File: src/rtl/data_island_scheduler_pkg.sv
// Shared encodings and timing constants for the HDMI data-island scheduler.
package data_island_pkg;

  typedef enum logic [1:0] {
    PHASE_CTL      = 2'd0,
    PHASE_PREAMBLE = 2'd1,
    PHASE_GUARD    = 2'd2,
    PHASE_PACKET   = 2'd3
  } phase_e;

  typedef enum logic [2:0] {
    ST_IDLE,
    ST_LEAD,
    ST_PREAMBLE,
    ST_LEAD_GB,
    ST_PACKET,
    ST_TRAIL_GB
  } state_e;

  localparam int unsigned PREAMBLE_LEN     = 8;
  localparam int unsigned GUARD_LEN        = 2;
  localparam int unsigned PACKET_LEN       = 32;
  localparam int unsigned ISLAND_OVERHEAD  = PREAMBLE_LEN + 2 * GUARD_LEN;
  localparam int unsigned HDMI_MAX_PACKETS = 18;

  // Encoder phase presented for each FSM state.
  function automatic phase_e phase_of(input state_e s);
    case (s)
      ST_PREAMBLE:            return PHASE_PREAMBLE;
      ST_LEAD_GB, ST_TRAIL_GB: return PHASE_GUARD;
      ST_PACKET:              return PHASE_PACKET;
      default:                return PHASE_CTL;
    endcase
  endfunction

endpackage

File: src/rtl/data_island_scheduler_if.sv
// Window/request inputs and island timing outputs of the data-island scheduler.
interface data_island_scheduler_if #(
  parameter int unsigned NUM_SOURCES = 4
);
  localparam int unsigned SEL_W = $clog2(NUM_SOURCES);

  logic                   windowStart;
  logic [11:0]            windowLength;
  logic [NUM_SOURCES-1:0] req;
  logic [NUM_SOURCES-1:0] ack;
  logic [SEL_W-1:0]       packetSel;
  logic                   dataIslandActive;
  logic [1:0]             phase;
  logic                   isFirstPacketClock;
  logic                   isFirstIslandPacket;
  logic [4:0]             packetIndex;
  logic                   busy;

  // Scheduler side.
  modport master (
    input  windowStart, windowLength, req,
    output ack, packetSel, dataIslandActive, phase,
           isFirstPacketClock, isFirstIslandPacket, packetIndex, busy
  );

  // Packet sources / video timing side.
  modport slave (
    output windowStart, windowLength, req,
    input  ack, packetSel, dataIslandActive, phase,
           isFirstPacketClock, isFirstIslandPacket, packetIndex, busy
  );
endinterface

File: src/rtl/data_island_scheduler_round_robin_arbiter.sv
// Combinational round-robin pick: first requester at or after ptr_i, wrapping.
module round_robin_arbiter #(
  parameter int unsigned NUM_SOURCES = 4,
  parameter int unsigned SEL_W       = 2
) (
  input  logic [NUM_SOURCES-1:0] req_i,
  input  logic [SEL_W-1:0]       ptr_i,
  output logic [SEL_W-1:0]       grant_o,
  output logic                   valid_o
);

  logic [SEL_W-1:0] idx;

  // Scan from the pointer; the first hit in scan order wins.
  always_comb begin
    grant_o = '0;
    valid_o = 1'b0;
    idx     = '0;
    for (int unsigned i = 0; i < NUM_SOURCES; i++) begin
      idx = SEL_W'((32'(ptr_i) + i) % NUM_SOURCES);
      if (!valid_o && req_i[idx]) begin
        grant_o = idx;
        valid_o = 1'b1;
      end
    end
  end

endmodule

File: src/rtl/data_island_scheduler.sv
// HDMI data-island sequencer: fits islands into blanking windows and shares
// the packet serializer between sources slot by slot.
module data_island_scheduler
  import data_island_pkg::*;
#(
  parameter int unsigned NUM_SOURCES = 4,
  parameter int unsigned MAX_PACKETS = HDMI_MAX_PACKETS,
  parameter int unsigned LEAD_DELAY  = 4
) (
  input  logic                    pixelClock,
  input  logic                    reset,
  data_island_scheduler_if.master bus
);

  localparam int unsigned SEL_W = $clog2(NUM_SOURCES);

  state_e                 state_q, state_d;
  logic [7:0]             cnt_q, cnt_d;
  logic [4:0]             char_q, char_d;
  logic [4:0]             pktIdx_q, pktIdx_d;
  logic [11:0]            rem_q, rem_d;
  // ptr_q is the next search start (lastGrant+1); reset value 0 makes the
  // first search after reset begin at source 0.
  logic [SEL_W-1:0]       ptr_q, ptr_d;
  logic [SEL_W-1:0]       sel_q, sel_d;
  logic [NUM_SOURCES-1:0] ack_q, ack_d;

  logic                   accept;
  logic                   cont;
  logic                   decide;
  logic [SEL_W-1:0]       arb_grant;
  logic                   arb_valid;
  logic [SEL_W-1:0]       last_grant;

  round_robin_arbiter #(
    .NUM_SOURCES (NUM_SOURCES),
    .SEL_W       (SEL_W)
  ) u_arb (
    .req_i   (bus.req),
    .ptr_i   (ptr_q),
    .grant_o (arb_grant),
    .valid_o (arb_valid)
  );

  assign last_grant = (ptr_q == '0) ? SEL_W'(NUM_SOURCES - 1) : ptr_q - SEL_W'(1);

  assign accept = bus.windowStart && (|bus.req) &&
                  ({1'b0, bus.windowLength} >= 13'(LEAD_DELAY + ISLAND_OVERHEAD + PACKET_LEN));

  assign cont = (|bus.req) &&
                (pktIdx_q < 5'(MAX_PACKETS - 1)) &&
                (rem_q >= 12'(PACKET_LEN + GUARD_LEN + 1));

  // Next-state, counters and slot arbitration.
  always_comb begin
    state_d  = state_q;
    cnt_d    = cnt_q;
    char_d   = char_q;
    pktIdx_d = pktIdx_q;
    rem_d    = (rem_q != '0) ? rem_q - 12'd1 : '0;
    ptr_d    = ptr_q;
    sel_d    = sel_q;
    ack_d    = '0;
    decide   = 1'b0;

    case (state_q)
      ST_IDLE: begin
        if (accept) begin
          rem_d    = bus.windowLength;
          cnt_d    = '0;
          pktIdx_d = '0;
          state_d  = (LEAD_DELAY == 0) ? ST_PREAMBLE : ST_LEAD;
        end
      end
      ST_LEAD: begin
        cnt_d = cnt_q + 8'd1;
        if (cnt_q == 8'(LEAD_DELAY - 1)) begin
          cnt_d   = '0;
          state_d = ST_PREAMBLE;
        end
      end
      ST_PREAMBLE: begin
        cnt_d = cnt_q + 8'd1;
        if (cnt_q == 8'(PREAMBLE_LEN - 1)) begin
          cnt_d   = '0;
          state_d = ST_LEAD_GB;
        end
      end
      ST_LEAD_GB: begin
        cnt_d = cnt_q + 8'd1;
        if (cnt_q == 8'(GUARD_LEN - 1)) begin
          cnt_d   = '0;
          char_d  = '0;
          decide  = 1'b1;
          state_d = ST_PACKET;
        end
      end
      ST_PACKET: begin
        char_d = char_q + 5'd1;
        if (char_q == 5'(PACKET_LEN - 1)) begin
          if (cont) begin
            decide   = 1'b1;
            pktIdx_d = pktIdx_q + 5'd1;
          end else begin
            cnt_d   = '0;
            state_d = ST_TRAIL_GB;
          end
        end
      end
      ST_TRAIL_GB: begin
        cnt_d = cnt_q + 8'd1;
        if (cnt_q == 8'(GUARD_LEN - 1)) begin
          cnt_d    = '0;
          pktIdx_d = '0;
          state_d  = ST_IDLE;
        end
      end
      default: state_d = ST_IDLE;
    endcase

    // With no requester at the first slot the previous source is re-selected
    // and no ack is issued, so downstream sends a null packet.
    if (decide) begin
      if (arb_valid) begin
        sel_d = arb_grant;
        ack_d = NUM_SOURCES'(1) << arb_grant;
        ptr_d = (arb_grant == SEL_W'(NUM_SOURCES - 1)) ? '0 : arb_grant + SEL_W'(1);
      end else begin
        sel_d = last_grant;
      end
    end
  end

  // State and datapath registers.
  always_ff @(posedge pixelClock or posedge reset) begin
    if (reset) begin
      state_q  <= ST_IDLE;
      cnt_q    <= '0;
      char_q   <= '0;
      pktIdx_q <= '0;
      rem_q    <= '0;
      ptr_q    <= '0;
      sel_q    <= '0;
      ack_q    <= '0;
    end else begin
      state_q  <= state_d;
      cnt_q    <= cnt_d;
      char_q   <= char_d;
      pktIdx_q <= pktIdx_d;
      rem_q    <= rem_d;
      ptr_q    <= ptr_d;
      sel_q    <= sel_d;
      ack_q    <= ack_d;
    end
  end

  // Output decode from registered state only.
  always_comb begin
    bus.ack                 = ack_q;
    bus.packetSel           = sel_q;
    bus.packetIndex         = pktIdx_q;
    bus.phase               = phase_of(state_q);
    bus.busy                = (state_q != ST_IDLE);
    bus.dataIslandActive    = (state_q != ST_IDLE) && (state_q != ST_LEAD);
    bus.isFirstPacketClock  = (state_q == ST_PACKET) && (char_q == '0);
    bus.isFirstIslandPacket = (state_q == ST_PACKET) && (pktIdx_q == '0);
  end

endmodule

File: src/flat_wrapper.sv
// flat-port wrapper written by rule: the top's interface ports become plain ports
module data_island_scheduler_flat import data_island_pkg::*;
#(
  parameter int unsigned NUM_SOURCES = 4,
  parameter int unsigned MAX_PACKETS = HDMI_MAX_PACKETS,
  parameter int unsigned LEAD_DELAY  = 4
)
  (pixelClock, reset, bus_windowStart, bus_windowLength, bus_req, bus_ack, bus_packetSel, bus_dataIslandActive, bus_phase, bus_isFirstPacketClock, bus_isFirstIslandPacket, bus_packetIndex, bus_busy);
  data_island_scheduler_if #(.NUM_SOURCES(NUM_SOURCES)) bus_i ();
  input  logic pixelClock;
  input  logic reset;
  input wire logic [$bits(bus_i.windowStart)-1:0] bus_windowStart;
  input wire logic [$bits(bus_i.windowLength)-1:0] bus_windowLength;
  input wire logic [$bits(bus_i.req)-1:0] bus_req;
  output wire logic [$bits(bus_i.ack)-1:0] bus_ack;
  output wire logic [$bits(bus_i.packetSel)-1:0] bus_packetSel;
  output wire logic [$bits(bus_i.dataIslandActive)-1:0] bus_dataIslandActive;
  output wire logic [$bits(bus_i.phase)-1:0] bus_phase;
  output wire logic [$bits(bus_i.isFirstPacketClock)-1:0] bus_isFirstPacketClock;
  output wire logic [$bits(bus_i.isFirstIslandPacket)-1:0] bus_isFirstIslandPacket;
  output wire logic [$bits(bus_i.packetIndex)-1:0] bus_packetIndex;
  output wire logic [$bits(bus_i.busy)-1:0] bus_busy;
  assign bus_i.windowStart = bus_windowStart;
  assign bus_i.windowLength = bus_windowLength;
  assign bus_i.req = bus_req;
  assign bus_ack = bus_i.ack;
  assign bus_packetSel = bus_i.packetSel;
  assign bus_dataIslandActive = bus_i.dataIslandActive;
  assign bus_phase = bus_i.phase;
  assign bus_isFirstPacketClock = bus_i.isFirstPacketClock;
  assign bus_isFirstIslandPacket = bus_i.isFirstIslandPacket;
  assign bus_packetIndex = bus_i.packetIndex;
  assign bus_busy = bus_i.busy;
  data_island_scheduler #(.NUM_SOURCES(NUM_SOURCES), .MAX_PACKETS(MAX_PACKETS), .LEAD_DELAY(LEAD_DELAY)) u_core (.pixelClock(pixelClock), .reset(reset), .bus(bus_i));
endmodule
File: config.mk
export PLATFORM = sky130hd
export DESIGN_NAME = data_island_scheduler_flat
export DESIGN_NICKNAME = d
export VERILOG_FILES = /design/src/rtl/data_island_scheduler_pkg.sv /design/src/rtl/data_island_scheduler_if.sv /design/src/rtl/data_island_scheduler_round_robin_arbiter.sv /design/src/rtl/data_island_scheduler.sv /design/src/flat_wrapper.sv
export SDC_FILE = /design/constraint.sdc
export NUM_CORES = 1
export LEC_CHECK = 0
export ABC_AREA = 1
export CAP_MARGIN = 20
export CORE_ASPECT_RATIO = 1.75
export CORE_MARGIN = 5
export CORE_UTILIZATION = 36
export DETAILED_ROUTE_END_ITERATION = 16
export GPL_ROUTABILITY_DRIVEN = 1
export GPL_TIMING_DRIVEN = 0
export SLEW_MARGIN = 20
export SYNTH_ARGS = -nofsm -noshare
export SYNTH_HDL_FRONTEND = slang
export SYNTH_SLANG_ARGS = --single-unit
File: constraint.sdc
create_clock -name pixelClock -period 5.44 [get_ports pixelClock]
set_input_delay 1.088 -clock pixelClock [delete_from_list [all_inputs] [get_ports pixelClock]]
set_output_delay 1.088 -clock pixelClock [all_outputs]
set_load 0.005 [all_outputs]
==> results of run 1 <==
## power by group through the flow
stage               clock (W)  sequential [W]  combinational [W]
finish               0.000355        0.000501           0.000885
global route         0.000373        0.000517            0.00102
CTS                  0.000362        0.000500           0.000897
detailed placement          0        0.000504           0.000893
global placement            0        0.000501           0.000875
floorplan                   0        0.000480           0.000658
## cells in the mapped netlist, drive strengths merged
| library cell | n | area [um^2] |
|---|---|---|
| o22ai | 13 | 81.33 |
| xnor2 | 3 | 26.28 |
| nand3b | 3 | 35.03 |
| nand3 | 27 | 150.2 |
| a21oi | 5 | 25.02 |
| o211ai | 1 | 7.510 |
| a31oi | 1 | 6.260 |
| o311ai | 2 | 17.52 |
| nor4 | 1 | 6.260 |
| a21o | 1 | 7.510 |
| inv | 62 | 235.2 |
| xor2 | 11 | 96.34 |
| dfrtp | 41 | 1026 |
| buf | 4 | 27.52 |
| o21bai | 1 | 7.510 |
| ha | 15 | 187.7 |
| or2 | 4 | 25.02 |
| nor3 | 7 | 40.04 |
| o21ai | 19 | 102.6 |
| nor2 | 44 | 187.7 |
| a21boi | 1 | 7.510 |
| nand4 | 7 | 58.81 |
| nand2 | 109 | 446.7 |
## layout by cell type, fill, tap and decap left out, types with 2 or more instances in the layout
cell / netlist / routed
nand3_1: 24 / 24
clkbuf_16: 0 / 5
inv_1: 55 / 54
ha_1: 15 / 15
inv_2: 6 / 7
nor2_4: 2 / 2
o311ai_0: 2 / 2
nor2_2: 3 / 3
buf_4: 3 / 3
xor2_1: 11 / 11
dfrtp_1: 41 / 41
a21oi_1: 5 / 5
o21ai_1: 6 / 6
nand2_1: 100 / 100
or2_2: 4 / 4
nor3_1: 6 / 6
nand3_2: 3 / 3
o21ai_2: 2 / 2
nand4_1: 6 / 6
nand2_2: 6 / 6
o21ai_0: 11 / 11
clkdlybuf4s50_1: 0 / 35
nor2_1: 39 / 39
nand3b_1: 2 / 2
xnor2_1: 3 / 3
nand2_4: 3 / 3
o22ai_1: 13 / 13
## sequential cells by signal, summed over array words and instances, names as in the netlist
| register | count |
|---|---|
| u_core.rem_q | 12 |
| u_core.cnt_q | 8 |
| u_core.bus.packetIndex | 5 |
| u_core.char_q | 5 |
| u_core.bus.ack | 4 |
| u_core.state_q | 3 |
| u_core.bus.packetSel | 2 |
| u_core.ptr_q | 2 |
## layer usage
layer  part of all wire [%]  up-vias  GRT usage [%]
met5                      0        -              0
met4                    3.0        0          7.312
met3                    2.7       13          2.340
met2                     57       44          28.49
met1                     38     1192          13.70
li1                       -     1298              -
## cell families (layout without fill, tap and decap cells)
family	after synthesis	in the layout	share of synthesized area [%]
simple gates	202	202	33.78
buf+inv	66	110	9.346
compound gates	44	44	9.346
flops	41	41	36.49
fa+ha+maj	15	15	6.676
xor+xnor	14	14	4.361
## path summary, 6_finish.rpt
path | end | slack, ns | cells after the start | startpoint
worst max-delay path | bus_isFirstPacketClock | 2.50 | 4 | u_core.state_q[0]
worst min-delay path | u_core.cnt_q[5] | 0.49 | 2 | u_core.cnt_q[5]
worst max register to register | u_core.ptr_q[1] | 3.16 | 14 | u_core.ptr_q[0]
worst min register to register | u_core.cnt_q[5] | 0.49 | 2 | u_core.cnt_q[5]
max in group asynchronous | u_core.state_q[2] | 3.84 | 3 | reset
min in group asynchronous | u_core.rem_q[10] | 1.12 | 2 | reset
## worst register-to-register path: cells and delay by family, from the launching register on
| kind | cells | cell delay, ns |
|---|---|---|
| DFF | 1 | 0.33 |
| and+or+nand+nor | 8 | 0.74 |
| adders and majority gates | 2 | 0.62 |
| buffers and inverters | 4 | 0.48 |
## cell type report
class | count | area (um^2)
Fill cell | 759 | 4151
Multi-Input combinational cell | 275 | 1523
Sequential cell | 41 | 1026
Timing Repair Buffer | 36 | 370.4
Inverter | 62 | 235.2
Clock buffer | 6 | 138.9
Tap cell | 88 | 110.1
Clock inverter | 2 | 37.54
Buffer | 4 | 27.53
## metrics by stage
step	cells	instance area (um^2)	setup slack, ns
6_report	514	3468	2.498
4_1_cts	514	3468	2.437
2_1_floorplan	382	2811	3.211
3_5_place_dp	506	3292	2.419
3_3_place_gp	505	3272	2.430
5_1_grt	514	3468	2.425
==> reports/metrics.cfg, run 1 <==
[status]
status=finished, final reports clean

[routing]
ant_nets=0
drc=0
viasPerCell=4.955
routed_wl_mm=6.638
initialDrtViolationCount=116
vias=2547
drt-pass1-iter-count=6
wl_per_cell_um=12.91

[timing]
hold_viol_final=0
clock_skew_ns=0.01015
drv_slew=0
min_period_over_period_pct=54.08
finalSetupTns_ns=0
min_period_ns=2.942
whs_ns=0.4871
fmax_ghz=0.3399
tightest_slew_ns=0.4512
rsz0062_at_grt=no
setup_viol=0
timing.slew.headroom_pct=69.88

[grt]
grt_pass1_wl_mm=11.57
grt_pass1_vias=2654
grt_usage_pct=14.39
grt_overflow=0
grt_max_degree=25
antenna_found_initial=0

[clock_network]
cts_hold_buffers=0
cts.path.max_buffers=2
cts.sinks=41
clk_pin_slew_worst_paths_ns=0.07
cts_resized=0
cts_root_buffer=clkbuf_16
clk_latency_ns=0.29
numCtsBuffers=5
cts_tree=done
h-tree-depth=2
postCtsSetupRepairBufs=0

[power_and_ir_drop]
report.power.total_w=0.001740
switching_share_pct=43.75
p_clk_share_pct=20.4
p_seq_share_pct=28.8
p_leak_nw=1.790
ir_drop_v=0.0002581
power_density_mw_per_mm2=501.8
p_int_w=0.0009790
comb_power_share_pct=50.9
switchingPower_w=0.0007614

[cells_and_area]
post-route-util_pct=45.52
drive_gt1_share_pct=11.03
fin_nets=459
insertedDiodeCount=0
area.growth.synth_to_final_pct=23.36

[synth]
ys_ff_latch=41
ys_types=36
yosysSeqAreaShare_pct=36.49
syn_inst=382
syn-cell-area_mm2=0.002811
syn_avg_cell_area_um2=7.360
syn-num-nets=416
ys_warn_count=0

[worst_setup_path]
critPathMaxFanout=10
critPathBufInv=1
path_delay_family=buffers and inverters
cp_cell_sequence=nor2_4 -> nand2_4 -> nor4_1 -> clkdlybuf4s50_1
worst_ep_required_time_ns=4.35
path_class=flip-flop to primary output
critPathCaptureType=primary output
crit_path_max_incr_delay_ns=0.57
arrival_ns=1.85
start_kind=flip-flop
crit_slowest_cell=clkdlybuf4s50_1

[placed_design]
port_buffers=35
gp_congestion=0.8472
hpwlAfterDp_mm=5.283

[floorplan]
die_width_um=76.80
fp-row-count=42
die_area_mm2=0.009746
core_mm2=0.007620
dieHeight_um=126.9
io_pins=36
initial_core_util_pct=36.90

[worst_hold_path]
hold_path.class=flip-flop to flip-flop

[run]
cap_violations=0

Note: power is estimated with default switching activity, not from simulation.
==> run 2, diff against run 1 <==
==> constraint.sdc (replaced) <==
create_clock -name pixelClock -period 2.63 [get_ports pixelClock]
set_input_delay 0.526 -clock pixelClock [delete_from_list [all_inputs] [get_ports pixelClock]]
set_output_delay 0.526 -clock pixelClock [all_outputs]
set_load 0.005 [all_outputs]
==> results of run 2 <==
The final DEF is identical to that of run 1. Status: finished, final reports clean.
Among the figures that moved: setup slack after placement 2.419 ns -> 0.1709 ns; setup slack after layout 2.498 ns -> 0.2501 ns; register-to-register setup slack 3.16 ns -> 0.35 ns; total power 0.001740 W -> 0.003600 W; worst IR drop on VDD 0.0002581 V -> 0.0005338 V
==> run 3, diff against run 2 <==
--- a/config.mk
+++ b/config.mk
@@ -9,10 +9,11 @@
 export CAP_MARGIN = 20
 export CORE_ASPECT_RATIO = 1.75
 export CORE_MARGIN = 5
-export CORE_UTILIZATION = 36
+export CORE_UTILIZATION = 30
 export DETAILED_ROUTE_END_ITERATION = 16
 export GPL_ROUTABILITY_DRIVEN = 1
 export GPL_TIMING_DRIVEN = 0
+export HOLD_SLACK_MARGIN = 0.08
 export SLEW_MARGIN = 20
 export SYNTH_ARGS = -nofsm -noshare
 export SYNTH_HDL_FRONTEND = slang
==> run 3 against run 2 <==
  * Global-route usage decreased by 2.6 points
  * Sequential share of layout area decreased by 0.18 points
  * Worst hold slack improved by 0.0042 ns
  * Total power is 2.7% lower
  * Critical path type unchanged
  * Largest power group unchanged
==> reports/metrics.cfg, run 3 (synthesis gave the netlist of run 1 again) <==
[cells_and_area]
largest-register=u_core.rem_q
reg_top3=u_core.rem_q (12), u_core.cnt_q (8)
multi_input_area_mm2=0.001523  ; unchanged
area.growth.synth_to_final_pct=24.12
n_fill_cell=998  ; +31%
fin_nets=459  ; unchanged
final_cell_mix=nand2_1 (100), inv_1 (54), dfrtp_1 (41)
seq_area_mm2=0.001026  ; unchanged
layout_commonest_cell=nand2_1
largest_reg_flops=12  ; unchanged
post-route-util_pct=38.37  ; -7.1 points
insertedDiodeCount=0  ; unchanged
drive_gt1_share_pct=11.03  ; unchanged

[routing]
ant_nets=0  ; unchanged
vias=2499  ; -1.9%
routed_wl_mm=6.560  ; -1.2%
drt-pass1-iter-count=4  ; -2
wl_per_cell_um=12.01  ; -7.0%
viasPerCell=4.577  ; -7.6%
initialDrtViolationCount=129  ; +11%
drc=0  ; unchanged

[grt]
grt_pass1_vias=2504  ; -5.7%
grt_overflow=0  ; unchanged
grt_max_degree=32  ; +28%
antenna_found_initial=0  ; unchanged
grt_usage_pct=11.76  ; -2.6 points
grt_pass1_wl_mm=11.22  ; -3.0%

[timing]
min_period_ns=2.468
finalSetupTns_ns=0  ; unchanged
tightest_slew_ns=0.3838  ; -0.06742 ns
hold_viol_final=0  ; unchanged
setup_viol=0  ; unchanged
clock_skew_ns=0.004292  ; -0.005857 ns
timing.slew.headroom_pct=74.18  ; +4.3 points
fmax_ghz=0.4052
rsz0062_at_grt=no
min_period_over_period_pct=93.83
drv_slew=0  ; unchanged

[clock_network]
cts.sinks=41  ; unchanged
clk_pin_slew_worst_paths_ns=0.06  ; about the same
numCtsBuffers=5  ; unchanged
cts_tree=done
h-tree-depth=2  ; unchanged
postCtsSetupRepairBufs=0  ; unchanged
clk_latency_ns=0.29  ; about the same
cts_hold_buffers=0  ; unchanged
cts_root_buffer=clkbuf_16
cts.path.max_buffers=2  ; unchanged
cts_resized=0  ; unchanged

[power_and_ir_drop]
report.power.total_w=0.003502
p_clk_share_pct=18.7  ; -1.7 points
p_seq_share_pct=29.4  ; +0.6 points
comb_power_share_pct=51.9  ; +1.0 points
switchingPower_w=0.001547
ir_drop_v=0.0005804
p_int_w=0.001955
power_density_mw_per_mm2=1004
p_leak_nw=1.786  ; -0.18%
switching_share_pct=44.18

[worst_setup_path]
critPathBufInv=1  ; unchanged
path_class=flip-flop to primary output
path_delay_family=simple AND/OR/NAND/NOR gates
critPathCaptureType=primary output
worst_ep_required_time_ns=2.10
start_kind=flip-flop
crit_path_max_incr_delay_ns=0.58  ; about the same
arrival_ns=1.94  ; +0.09 ns
critPathMaxFanout=10  ; unchanged
cp_cell_sequence=nor2_4 -> nand2_4 -> nor4_1 -> clkdlybuf4s50_1
crit_slowest_cell=clkdlybuf4s50_1

[placed_design]
port_buffers=35  ; unchanged
gp_congestion=0.8363  ; -1.3%
hpwlAfterDp_mm=5.144  ; -2.6%

[status]
status=finished, final reports clean

[floorplan]
core_mm2=0.009094  ; +19%
io_pins=36  ; unchanged
die_width_um=83.18  ; +8.3%
fp-row-count=46  ; +9.5%
die_area_mm2=0.01148  ; +18%
initial_core_util_pct=30.92  ; -6.0 points
dieHeight_um=138.1  ; +8.8%

[worst_hold_path]
hold_path.class=primary input to asynchronous set/reset pin

[run]
cap_violations=0  ; unchanged

run 3: power by group through the flow:
stage / clock [W] / combinational, W / sequential [W]
floorplan: 0 / 0.00136 / 0.000994
finish: 0.000654 / 0.00182 / 0.00103
global placement: 0 / 0.00180 / 0.00103
CTS: 0.000677 / 0.00185 / 0.00103
detailed placement: 0 / 0.00184 / 0.00104
global route: 0.000700 / 0.00208 / 0.00106
run 3: path summary, 6_finish.rpt:
kind                       slack [ns]         startpoint                        end  cells after the start
min in group pixelClock          0.49    u_core.cnt_q[5]            u_core.cnt_q[5]                      2
min reg2reg                      0.49    u_core.cnt_q[5]            u_core.cnt_q[5]                      2
max reg2reg                      0.43    u_core.ptr_q[0]            u_core.ptr_q[1]                     14
min                              0.49              reset            u_core.rem_q[9]                      2
max in group asynchronous        1.68              reset  u_core.bus.packetIndex[4]                      3
max                              0.16  u_core.state_q[0]     bus_isFirstPacketClock                      4
run 3: stage by stage:
| stage | area, um^2 | instances | hold WS [ns] | worst slack, ns |
|---|---|---|---|---|
| detailed placement | 3332 | 538 | 0.4798 | 0.2125 |
| global placement | 3312 | 537 | 0.4686 | 0.1399 |
| finish | 3490 | 546 | 0.4914 | 0.1624 |
| floorplan | 2811 | 382 | 0.4500 | 0.6449 |
| global route | 3490 | 546 | 0.5109 | 0.003441 |
| CTS | 3490 | 546 | 0.4991 | 0.05729 |
run 3: cell type report:
class | instances | share of cell area, %
Multi-Input combinational cell | 275 | 43.64
Clock inverter | 1 | 0.1434
Timing Repair Buffer | 36 | 10.61
Sequential cell | 41 | 29.40
Clock buffer | 7 | 4.374
Inverter | 62 | 6.741
Tap cell | 120 | 4.303
Buffer | 4 | 0.7888
run 3: metal layers:
layer  part of all wire [%]  vias up  global-route usage, %
li1                       -     1299                      -
met1                     40     1155                  12.49
met2                     54       37                  22.00
met3                    3.3        8                  2.438
met4                    2.2        0                  5.082
met5                      0        -                      0
run 3: worst register-to-register path, stage by stage, from the launching register on:
cell and delay, ns:
dfrtp_1 0.32, buf_4 0.17, inv_4 0.06, ha_1 0.32, inv_1 0.14, nand3_1 0.09
nand2_1 0.12, nor2_1 0.06, nor2_1 0.08, nand2_1 0.06, nand2_1 0.15, inv_1 0.09
ha_1 0.30, nand3_1 0.08, nand2_1 0.05
